### config.mk
export PLATFORM = sky130hd
export DESIGN_NAME = sram_line_packer
export DESIGN_NICKNAME = d
export VERILOG_FILES = /design/src/rtl/sram_pkg.sv /design/src/rtl/sram_line_packer_lanes.sv /design/src/rtl/sram_line_packer.sv
export SDC_FILE = /design/constraint.sdc
export NUM_CORES = 1
export LEC_CHECK = 0
export BUFFER_PORTS_ARGS = -buffer_cell sky130_fd_sc_hd__buf_2
export CAP_MARGIN = 20
export CORE_ASPECT_RATIO = 0.9
export CORE_MARGIN = 2
export CORE_UTILIZATION = 57
export CTS_CLUSTER_SIZE = 20
export DETAILED_ROUTE_END_ITERATION = 8
export GPL_ROUTABILITY_DRIVEN = 1
export PLACE_DENSITY = 0.85
export SKIP_CTS_REPAIR_TIMING = 1
export SYNTH_ARGS = -nofsm -noshare
export SYNTH_HDL_FRONTEND = slang
export SYNTH_HIERARCHICAL = 1
export SYNTH_SLANG_ARGS = --single-unit
### constraint.sdc
create_clock -name CLK -period 6.8 [get_ports CLK]
set_clock_uncertainty 0.2 [all_clocks]
set_input_delay 1.02 -clock CLK [delete_from_list [all_inputs] [get_ports CLK]]
set_output_delay 1.02 -clock CLK [all_outputs]
set_load 0.005 [all_outputs]
### src/rtl/sram_pkg.sv
// Shared constants and FSM state type for the SRAM line packer.
package sram_pkg;

    localparam int SRAM_ADDR_W = 11;
    localparam int SRAM_LINE_W = 128;
    localparam int SRAM_DEPTH  = 2048;

    typedef enum logic [1:0] {
        IDLE  = 2'd0,
        FILL  = 2'd1,
        WRITE = 2'd2,
        DONE  = 2'd3
    } packer_state_t;

endpackage

### src/rtl/sram_line_packer_lanes.sv
// Lane register: assembles WORDS input words into one line, word 0 in the LSBs.
module sram_line_packer_lanes #(
    parameter int IN_W   = 32,
    parameter int WORDS  = 4,
    parameter int LINE_W = IN_W * WORDS,
    parameter int PTR_W  = (WORDS > 1) ? $clog2(WORDS) : 1
) (
    input  logic              CLK,
    input  logic              RST,
    input  logic              clr_i,
    input  logic              wr_en_i,
    input  logic [IN_W-1:0]   data_i,
    output logic [LINE_W-1:0] line_nxt_o,
    output logic              line_full_o
);

    localparam logic [PTR_W-1:0] LAST = PTR_W'(WORDS - 1);

    logic [PTR_W-1:0]  ptr_q, ptr_d;
    logic [LINE_W-1:0] line_q;

    // line_nxt_o already contains the word being written this cycle, so the
    // top can register the complete line on the final handshake.
    always_comb begin
        line_nxt_o = line_q;
        ptr_d      = ptr_q;
        if (clr_i) begin
            ptr_d = '0;
        end else if (wr_en_i) begin
            line_nxt_o[ptr_q*IN_W +: IN_W] = data_i;
            ptr_d = (ptr_q == LAST) ? '0 : ptr_q + 1'b1;
        end
    end

    assign line_full_o = wr_en_i && !clr_i && (ptr_q == LAST);

    always_ff @(posedge CLK or posedge RST) begin
        if (RST) begin
            ptr_q  <= '0;
            line_q <= '0;
        end else begin
            ptr_q  <= ptr_d;
            line_q <= line_nxt_o;
        end
    end

endmodule

### src/rtl/sram_line_packer.sv
// Packs a 32-bit word stream into 128-bit lines and issues one SRAM write per line.
module sram_line_packer
    import sram_pkg::*;
#(
    parameter int IN_W   = 32,
    parameter int LINE_W = SRAM_LINE_W,
    parameter int WORDS  = 4,
    parameter int ADDR_W = SRAM_ADDR_W,
    parameter int CNT_W  = 12
) (
    input  logic              CLK,
    input  logic              RST,
    input  logic              start,
    input  logic              abort,
    input  logic [ADDR_W-1:0] base_addr,
    input  logic [CNT_W-1:0]  num_lines,
    input  logic [IN_W-1:0]   in_data,
    input  logic              in_valid,
    output logic              in_ready,
    output logic              sram_cen,
    output logic              sram_wen,
    output logic [ADDR_W-1:0] sram_a,
    output logic [LINE_W-1:0] sram_d,
    output logic              busy,
    output logic              done
);

    packer_state_t     state_q, state_d;
    logic [ADDR_W-1:0] addr_q, addr_d;
    logic [CNT_W-1:0]  cnt_q, cnt_d;
    logic              cen_q, wen_q;
    logic [ADDR_W-1:0] a_q;
    logic [LINE_W-1:0] d_q;

    logic              hs;
    logic              lane_clr;
    logic              line_full;
    logic [LINE_W-1:0] line_nxt;
    logic              wr_d;

    sram_line_packer_lanes #(
        .IN_W   (IN_W),
        .WORDS  (WORDS),
        .LINE_W (LINE_W)
    ) u_lanes (
        .CLK         (CLK),
        .RST         (RST),
        .clr_i       (lane_clr),
        .wr_en_i     (hs),
        .data_i      (in_data),
        .line_nxt_o  (line_nxt),
        .line_full_o (line_full)
    );

    assign in_ready = (state_q == FILL);
    assign busy     = (state_q != IDLE);
    assign done     = (state_q == DONE);
    assign hs       = in_valid && in_ready && !abort;

    always_comb begin
        state_d  = state_q;
        addr_d   = addr_q;
        cnt_d    = cnt_q;
        lane_clr = 1'b0;
        unique case (state_q)
            IDLE: begin
                if (start) begin
                    addr_d  = base_addr;
                    cnt_d   = num_lines;
                    state_d = (num_lines == '0) ? DONE : FILL;
                end
            end
            FILL: begin
                if (abort) begin
                    state_d  = IDLE;
                    lane_clr = 1'b1;
                end else if (line_full) begin
                    state_d = WRITE;
                end
            end
            WRITE: begin
                if (abort) begin
                    state_d  = IDLE;
                    lane_clr = 1'b1;
                end else begin
                    addr_d  = addr_q + 1'b1;
                    cnt_d   = cnt_q - 1'b1;
                    state_d = (cnt_q == CNT_W'(1)) ? DONE : FILL;
                end
            end
            DONE: begin
                state_d  = IDLE;
                lane_clr = abort;
            end
            default: state_d = IDLE;
        endcase
    end

    // Strobes are registered on entry to WRITE so they line up with the state.
    assign wr_d = (state_d == WRITE);

    always_ff @(posedge CLK or posedge RST) begin
        if (RST) begin
            state_q <= IDLE;
            addr_q  <= '0;
            cnt_q   <= '0;
            cen_q   <= 1'b1;
            wen_q   <= 1'b1;
            a_q     <= '0;
            d_q     <= '0;
        end else begin
            state_q <= state_d;
            addr_q  <= addr_d;
            cnt_q   <= cnt_d;
            cen_q   <= !wr_d;
            wen_q   <= !wr_d;
            if (wr_d) begin
                a_q <= addr_q;
                d_q <= line_nxt;
            end
        end
    end

    assign sram_cen = cen_q;
    assign sram_wen = wen_q;
    assign sram_a   = a_q;
    assign sram_d   = d_q;

endmodule

* Yosys cells after proc, flatten, opt, wreduce, memory -nomap -nowiden
Index checks and enable logic that the tools add are counted.
** Word-level totals
- Word-level logic and storage cells :: 57
- Output and inout bits :: 144
- Register bits :: 295
** Operators by class
- Multiplexer cells :: 21
- Reduce and logical (&&, ||, !) cells :: 14
- Eq/ne operators :: 8
- Shifts and indexed selects :: 2
- Add/sub/neg operators :: 4
** Operators with widths (number)
- $mux 128 :: 2
- $bwmux 128 :: 1
- $shift 32x34->128 const A :: 1
- $shiftx 32x34->128 :: 1
- $neg 7->34 :: 1
- $mux 12 :: 2
- $pmux 12 s2 :: 1
- $mux 11 :: 2
- $pmux 11 s2 :: 1
- $mux 2 :: 9
- $eq 12x1->1 const B :: 1
- $logic_not 12->1 :: 1
- $sub 12x1->12 const B :: 1
- $add 11x1->11 const B :: 1
- $eq 2x2->1 const B :: 4
- $pmux 2 s4 :: 1
- $reduce_bool 2->1 :: 3
- $logic_and 1x1->1 :: 4
- $ne 2x2->1 const B :: 2
- $logic_not 1->1 :: 3
- $reduce_and 3->1 :: 1
- $add 2x1->2 const B :: 1
- $eq 2x1->1 const B :: 1
- $logic_not 2->1 :: 1
- 3 further kinds :: 3

* Depth between registers and ports, before layout
Gate-level depths: netlist (run 1).
- Depth after elaboration :: 11
- Gate-level depth with buffers :: 12

* By module
The synthesis (run 1) kept the hierarchy.
** By module, submodules not included
- sram_line_packer :: cells an instance 491, area each 6734.0 um^2, sequential area each 4130.2 um^2, instances 1
- sram_line_packer_lanes :: cells an instance 560, area each 6155.9 um^2, sequential area each 3253.1 um^2, instances 1

* Worst setup path after synthesis (run 1)
Ideal clock, no wire load.
- Path type :: input to register
- Start :: in abort
- End :: reg d_q[100] (netlist: sram_d[100])
- Path buffers :: 5
- Path slack :: 3.569 ns
- Stages :: 11
- Arrival :: 2.906 ns
- Library setup time :: 0.125 ns
- Cell sequence :: nor3b_2 and2_1 buf_2 nand2b_1 buf_2 buf_2 nor2_1 nand2_1 buf_1 buf_2 mux2_2
** Between the ends
- Elaborated cells on any way between the ends :: 14
- Those cells by class :: 1 x eq/ne; 8 x mux; 5 x reduce/logical
** RTL lines
- from (decl) :: line sram_line_packer.sv:14 : input logic abort,
- $logic_not 1->1 :: line sram_line_packer.sv:58 : assign hs = in_valid && in_ready && !abort;
- $logic_and 1x1->1 :: line sram_line_packer.sv:58
- net hs :: line sram_line_packer.sv:35 : logic hs;
- $logic_and 1x1->1 (2 in a row) :: line sram_line_packer_lanes.sv:35 : assign line_full_o = wr_en_i && !clr_i && (ptr_q == LAST);
- net line_full :: line sram_line_packer.sv:37 : logic line_full;
- $mux 2 :: line sram_line_packer.sv:77 : end else if (line_full) begin
- $mux 2 :: line sram_line_packer.sv:74 : if (abort) begin
- $pmux 2 s4 :: line sram_line_packer.sv:65 : unique case (state_q)
- $eq 2x2->1 :: line sram_line_packer.sv:100 : assign wr_d = (state_d == WRITE);
- to (signal assigned) :: line sram_line_packer.sv:119 : d_q <= line_nxt;
- to (decl) :: line sram_line_packer.sv:33 : logic [LINE_W-1:0] d_q;
The timed path passes the listed nets, and every way through them passes these cells.
A chain may end at the register's enable or synchronous reset.

* Worst setup path in the final report (run 1)
- Start :: reg state_q[1]
- End :: reg d_q[1] (netlist: sram_d[1])
** Between the ends
- Cells in the longest elaborated chain, start to end :: 10
- Elaborated cells on any way between the ends :: 18
- Those cells by class :: 4 x eq/ne; 7 x mux; 7 x reduce/logical
** RTL lines
- from (decl) :: line sram_line_packer.sv:28 : packer_state_t state_q, state_d;
- from (signal assigned) :: line sram_line_packer.sv:112 : state_q <= state_d;
- $eq 2x1->1 or $eq 2x2->1 (tied branches) :: line sram_line_packer.sv:65
- $reduce_or 2->1 (no line)
- $pmux 1 s2 * :: line sram_line_packer.sv:65
- net lane_clr :: line sram_line_packer.sv:36 : logic lane_clr;
- $logic_not 1->1 * :: line sram_line_packer_lanes.sv:35
- $logic_and 1x1->1 * (2 in a row) :: line sram_line_packer_lanes.sv:35
- net line_full :: line sram_line_packer.sv:37
- $mux 2 * :: line sram_line_packer.sv:77
- $mux 2 * :: line sram_line_packer.sv:74
- $pmux 2 s4 * :: line sram_line_packer.sv:65
- $eq 2x2->1 * :: line sram_line_packer.sv:100
Mark *: on every way through the listed nets, which the timed path passes. The rest lies on a longest branch.

==> results of run 1 <==
## worst max-delay path, delay by kind of cell, from the launching register on
| kind | cells | cell delay (ps) |
|---|---|---|
| buffers and inverters | 2 | 1150 |
| DFF | 1 | 480 |
| muxes | 1 | 420 |
| and+or+nand+nor | 5 | 1350 |
## stage by stage
stage                     power (mW)  utilization [%]  hold WS (ps)  setup slack [ps]  std cells
after detailed placement        2.96             62.8           274              2520       1476
after global routing            4.81             67.5           245              2780       1532
after CTS                       4.61             67.2           298              2990       1529
final                           4.62             67.5           250              2980       1532
after global placement          2.91             62.8           272              2580       1476
after floorplan                 2.71                -           263              1120       1051
## cells by family after synthesis
kind of cell,share of synthesized area [%]
DFF,57.3
adders and majority gates,0.874
muxes,13.7
buffers and inverters,5.83
and+or+nand+nor,9.30
AOI/OAI and AO/OA,13.0
## where the power goes
| group | leakage [nW] | internal, mW | switching, mW |
|---|---|---|---|
| combinational | 3.41 | 0.287 | 0.532 |
| clock | 0.496 | 0.970 | 0.680 |
| sequential | 3.84 | 2.03 | 0.122 |
| total | 7.75 | 3.28 | 1.33 |
## layout by cell type (no fill, tap or decap), types with 10 or more instances in the layout
cell | synthesis | routed
a21oi_1 | 22 | 22
a32o_1 | 23 | 23
buf_2 | 27 | 203
buf_4 | 1 | 13
clkbuf_16 | 0 | 29
clkinv_2 | 0 | 10
dfrtp_1 | 294 | 294
inv_1 | 96 | 94
mux2_2 | 156 | 156
nand2_1 | 106 | 105
nor2_1 | 21 | 21
nor2b_1 | 26 | 24
o21ai_0 | 13 | 13
o32ai_1 | 59 | 59
o32ai_2 | 30 | 30
## cell type report
| class | instances | area (um2) |
|---|---|---|
| multi-input cells | 572 | 4770 |
| inverters | 96 | 370 |
| clock buffers | 38 | 830 |
| fillers | 1626 | 7260 |
| repair buffers | 219 | 1170 |
| well taps | 297 | 372 |
| flip-flops and latches | 295 | 7380 |
| clock inverters | 15 | 156 |
## worst paths after layout
kind | start | to | slack (ps) | cells after the start
min reg2reg | u_lanes/line_q[97] | u_lanes/line_q[97] | 300 | 1
min | RST | sram_d[96] | 250 | 2
min in group CLK | u_lanes/line_q[97] | u_lanes/line_q[97] | 300 | 1
max in group asynchronous | RST | sram_d[17] | 4640 | 4
max reg2reg | state_q[1] | sram_d[1] | 2980 | 8
max | state_q[1] | sram_d[1] | 2980 | 8
## layer usage
layer | track usage, % | vias to the layer above | part of all wire, %
li1 | - | 4058 | -
met1 | 39.5 | 4813 | 42
met2 | 44.1 | 399 | 48
met3 | 5.57 | 53 | 7.5
met4 | 6.42 | 0 | 1.9
met5 | 0 | - | 0
## registers in the layout (all words and copies together), names as in the netlist
name / flops
sram_d: 128
u_lanes/line_q: 128
cnt_q: 12
addr_q: 11
sram_a: 11
state_q: 2
u_lanes/ptr_q: 2
sram_wen: 1
==> flow_summary.ini, run 1 <==
[layout]
drive_gt1_share_pct = 38.4
area_delta_synth_final_pct = 16.8
design_area_mm2 = 0.0151
diodes = 0
final_net_count = 1282

[synth]
yosysSeqAreaShare_pct = 57.3
syn_nets = 1120
ys_warn_count = 6
synth_edf_count = 0
avgSynthCellArea_um2 = 12.3
ys_types = 60
synthTopCellsByCount = dfrtp_1, mux2_2, nand2_1
syn_inst = 1051
synth.most_common_cell = dfrtp_1
yosys-top-cells-area = dfrtp_1, mux2_2, o32ai_1, o32ai_2, nand2_1
synth_top_area_share_pct = 57.1
yosysTopAreaCell = dfrtp_1
synth-seq-cells = 295
synth_top_flop_cell = dfrtp_1
syn_area_mm2 = 0.0129
synth-async-reset-ratio_pct = 100

[cts]
cts_buffers = 29
clockRootBuffer = clkbuf_16
path_clk_slew_ps = 70
cts_htree_levels = 1
cts.sink_count = 295
clock_latency_ps = 540
cts_max_path_buffers = 3
cts_tree = yes

[floorplan]
die_y_um = 147
dieWidth_um = 163
rows = 52
fp.dieArea_mm2 = 0.0238
design.core.area_mm2 = 0.0223
io_pins = 204
initial_core_util_pct = 57.8

[place]
port-buffer-count = 203
gp_congestion = 0.827
place_hpwl_um = 21100
place_area_mm2 = 0.0140

[drt]
drt-wirelength-per-cell_um = 21.6
drt_first_pass_iters = 7
vias_per_cell = 6.09
drt_iter0_markers = 861
drc_errors = 0
drt-total-wl_um = 33200
via_count = 9323
antenna_left = 0

[global_routing]
grt_pass1_wl_um = 52100
grt.total_usage_pct = 27.6
grt_pass1_vias = 9481
grt_overflow = 0
grt_max_degree = 111
antenna_found_initial = 0

[setup_path]
cpMostUsedCell = buf_4
worst-path-max-fanout = 77
cpPeakStageDelay_ps = 800
required_ps = 7020
start_kind = flop
cp_slowest_cell = buf_4
cp_cell_sequence = or2_2 > and2_1 > buf_4 > nand2b_2 > nor2_1 > nand2_4 > buf_4 > mux2_2
cp-end-kind = flop
cp.arrival_ps = 4040
path_class = reg -> reg

[timing]
hold_violations = 0
fin_crit_sh_pct = 56.1
period_needed_ps = 3820
grt_setup_unrepaired = false
setup_viol = 0
slew_viol_final = 0
timing.slew.headroom_pct = 27.1
tns_ps = 0
tightest_slew_ps = 1090
max_freq_ghz = 0.262

[pwr]
leakage_nw = 7.75
irDropWorstVdd_mv = 0.216
power-per-cell-area_mw_per_mm2 = 307

[run_status]
status = finished clean

[min_path]
min_path_type = in -> async

[job]
maxCapViolations = 0
Note: power is estimated with default switching activity, not from simulation.
==> inputs of run 2 (changes only) <==
- clock period: 6.8 -> 3.97 ns (I/O delays scaled with it)
==> flow_summary.ini, run 2 (synthesis gave the netlist of run 1 again) <==
[global_routing]
antenna_found_initial = 1
grt_overflow = 0
use_met1_pct = 38.6
grt_util_met3_pct = 6.02
grt_max_degree = 76
grt_util_met2_pct = 44.5
grt_pass1_vias = 9309
gr-max-usage-layer = met2
grt.total_usage_pct = 27.7
grt_pass1_wl_um = 52100

[drt]
vias_per_cell = 5.99
drc_errors = 0
via_count = 9237
antenna_left = 0
drt_first_pass_iters = 5
drt-wirelength-per-cell_um = 21.5
drt_iter0_markers = 895
drt-total-wl_um = 33100

[cts]
clockRootBuffer = clkbuf_16
cts.sink_count = 295
clock_latency_ps = 550
path_clk_slew_ps = 60
cts_max_path_buffers = 3
cts_buffers = 29
cts_htree_levels = 1
cts_tree = yes

[setup_path]
critical_path_buf_inv_count = 1
cp_slowest_cell = or4b_1
cp_cell_sequence = or2_2 > and2_1 > buf_4 > or4b_1 > o32ai_2 > mux2_2
path_class = reg -> reg
worst-path-max-fanout = 31
cp-end-kind = flop
required_ps = 4250
cpPeakStageDelay_ps = 890
start_kind = flop
cp.arrival_ps = 3340
crit_family = simple AND/OR/NAND/NOR gates

[layout]
layout.cells.non_filler = 1542
multiInputGateArea_mm2 = 0.00477
final_net_count = 1291
fillers = 1560
final_cell_mix = dfrtp_1, buf_2, mux2_2, nand2_1, inv_1
drive_gt1_share_pct = 38.6
layout.area.seq_mm2 = 0.00738
final_common_cell = dfrtp_1
area_delta_synth_final_pct = 17.1

[floorplan]
rows = 52
initial_core_util_pct = 57.8
dieWidth_um = 163
design.core.area_mm2 = 0.0223
io_pins = 204
die_y_um = 147
fp.dieArea_mm2 = 0.0238

[pwr]
power-per-cell-area_mw_per_mm2 = 514
leakage_nw = 7.76
irDropWorstVdd_mv = 0.371
p_total_mw = 7.76

[timing]
hold_ws_ps = 116
setup_viol = 0
setup_slack_ps = 906
max_freq_ghz = 0.326
tightest_slew_ps = 1030
hold_violations = 0
tns_ps = 0
slew_viol_final = 0
period_needed_ps = 3060
fin_crit_sh_pct = 77.2
timing.slew.headroom_pct = 30.9
grt_setup_unrepaired = false

[place]
place_hpwl_um = 21500
dp_slack_ps = 766
port-buffer-count = 203
placedCellCount = 1487
gp_congestion = 0.843

[job]
maxCapViolations = 0

[run_status]
status = finished clean

[min_path]
min_path_type = in -> reg
[run 2: cell types whose count changed in the layout (fill, tap and decap cells not counted), sizes merged]
cell / change
buf: +8
bufinv: -3
clkbuf: +5
clkinv: -5
clkinvlp: +4
diode: +1
dlygate4sd3: +1
inv: -1
[run 2: worst paths after layout]
kind / start / endpoint / slack, ps / cells past startpoint
max: state_q[0] / sram_d[89] / 910 / 6
min: base_addr[1] / addr_q[1] / 120 / 3
max reg2reg: state_q[0] / sram_d[89] / 910 / 6
min reg2reg: u_lanes/line_q[52] / u_lanes/line_q[52] / 300 / 1
max in group asynchronous: RST / u_lanes/line_q[91] / 2060 / 4
min in group asynchronous: RST / sram_a[5] / 510 / 3
[run 2: routing by layer]
layer,vias up,wire length (um)
met5,-,0
met4,0,874
met3,66,2690
met2,415,16000
met1,4670,13500
li1,4086,-
[run 2: final cells by class]
class                   instances  area share, %
well taps                     297           2.46
clock inverters                10          0.406
multi-input cells             572           31.6
flip-flops and latches        295           48.9
clock buffers                  43           5.82
inverters                      96           2.44
repair buffers                228           8.32
diodes                          1         0.0166
[run 2: report_power, final]
| part | internal [mW] | leakage [nW] | total (mW) | switching, mW |
|---|---|---|---|---|
| Clock | 1.53 | 0.462 | 2.67 | 1.15 |
| Sequential | 3.47 | 3.84 | 3.66 | 0.192 |
| Combinational | 0.489 | 3.46 | 1.43 | 0.938 |
[run 2: through the flow]
step,utilization (%),cell area [um2]
2_1_floorplan,-,12900
3_3_place_gp,63.4,14100
3_5_place_dp,63.4,14100
4_1_cts,67.6,15100
5_1_grt,67.6,15100
6_report,67.6,15100
[run 2: worst register-to-register path: cells and delay by family (launching register included)]
family	cells	cell delay [ps]
and+or+nand+nor	3	1420
DFF	1	480
AOI/OAI and AO/OA	1	440
buffers and inverters	1	250
muxes	1	220
==> inputs of run 3 (changes only) <==
- clock period: 3.97 -> 2.95 ns (I/O delays scaled with it)
==> flow_summary.ini, run 3 (synthesis gave the netlist of run 1 again) <==
[run_status]
status = finished clean

[place]
place_area_mm2 = 0.0142
dp_slack_ps = 254
place_hpwl_um = 21500
port-buffer-count = 203
gp_congestion = 0.854

[timing]
setup_viol = 0
grt_setup_unrepaired = false
max_freq_ghz = 0.355
fin_crit_sh_pct = 95.6
tightest_slew_ps = 903
period_needed_ps = 2820
setup_slack_ps = 130
timing.slew.headroom_pct = 39.8
hold_violations = 0
slew_viol_final = 0
tns_ps = 0
hold_ws_ps = 12.7

[layout]
final_net_count = 1299
final_core_util_pct = 68.4
area_delta_synth_final_pct = 18.3
drive_gt1_share_pct = 39.0
final_cell_mix = dfrtp_1, buf_2, mux2_2, nand2_1, inv_1
diodes = 0
design_area_mm2 = 0.0153
final_common_cell = dfrtp_1

[setup_path]
cpPeakStageDelay_ps = 600
cp_cell_sequence = or2_2 > and2_1 > buf_4 > nand4b_1 > buf_4 > o32ai_1 > mux2_2
path_class = reg -> reg
cp.arrival_ps = 3090
cp-end-kind = flop
cpMostUsedCell = buf_4
start_kind = flop
worst-path-max-fanout = 23
required_ps = 3220
cp_slowest_cell = o32ai_1

[cts]
path_clk_slew_ps = 60
cts.sink_count = 295
clockRootBuffer = clkbuf_16
cts_buffers = 29
cts_tree = yes
cts_htree_levels = 1
clock_latency_ps = 530
cts_max_path_buffers = 3

[floorplan]
die_y_um = 147
rows = 52
initial_core_util_pct = 57.8
fp.dieArea_mm2 = 0.0238
design.core.area_mm2 = 0.0223
io_pins = 204
dieWidth_um = 163

[drt]
vias_per_cell = 6.04
drt_iter0_markers = 894
drt_first_pass_iters = 6
drt-wirelength-per-cell_um = 21.4
drt-total-wl_um = 33100
via_count = 9350
antenna_left = 0
drc_errors = 0

[min_path]
min_path_type = in -> reg

[pwr]
p_sw_share_pct = 28.7
comb_power_share_pct = 18.2
power-per-cell-area_mw_per_mm2 = 708
p_int_mw = 7.70
irDropWorstVdd_mv = 0.451
sequentialPowerShare_pct = 45.7
p_clk_share_pct = 36.1
leakage_nw = 7.85
p_sw_mw = 3.09

[global_routing]
antenna_found_initial = 0
grt_overflow = 0
grt.total_usage_pct = 27.9
grt_max_degree = 131
grt_pass1_wl_um = 52500
grt_pass1_vias = 9417

[job]
maxCapViolations = 0
-- run 3: worst paths after layout --
check	cells after the start	slack [ps]	end	startpoint
worst max-delay path	7	130	sram_d[63]	state_q[0]
worst min-delay path	3	10	cnt_q[1]	num_lines[1]
worst max register to register	7	130	sram_d[63]	state_q[0]
worst min register to register	1	290	u_lanes/line_q[100]	u_lanes/line_q[100]
max in group asynchronous	4	1420	sram_d[75]	RST
min in group asynchronous	4	450	sram_a[0]	RST
-- run 3: worst max-delay path: cells and delay by family (launching register included) --
family | cells | cell delay [ps]
AO/OA/AOI/OAI | 1 | 600
flip-flops | 1 | 460
buffers and inverters | 2 | 480
multiplexers | 1 | 270
AND/OR/NAND/NOR | 3 | 750
-- run 3: area by class of cell --
cell class              count  area [um2]
inverters                  96         368
multi-input cells         572        4770
fillers                  1610        7060
well taps                 297         372
clock inverters            14         178
clock buffers              38         840
repair buffers            236        1340
flip-flops and latches    295        7380
-- run 3: power groups by stage --
stage / clock (mW) / combinational [mW] / sequential (mW)
6_report: 3.90 / 1.97 / 4.93
5_1_grt: 4.11 / 2.16 / 4.99
4_1_cts: 3.94 / 1.93 / 4.93
3_5_place_dp: 0 / 1.90 / 4.99
3_3_place_gp: 0 / 1.81 / 4.95
2_1_floorplan: 0 / 1.32 / 4.93
-- run 3: stage by stage --
stage,power (mW),cells
final,10.8,1548
after global routing,11.3,1548
after CTS,10.8,1544
after detailed placement,6.89,1492
after global placement,6.76,1492
after floorplan,6.24,1051
-- run 3: routing by layer --
| layer | track usage, % | vias up | wire, um |
|---|---|---|---|
| met5 | 0 | - | 0 |
| met4 | 8.01 | 0 | 972 |
| met3 | 5.51 | 80 | 2610 |
| met2 | 44.8 | 438 | 15700 |
| met1 | 39.2 | 4743 | 13800 |
| li1 | - | 4089 | - |
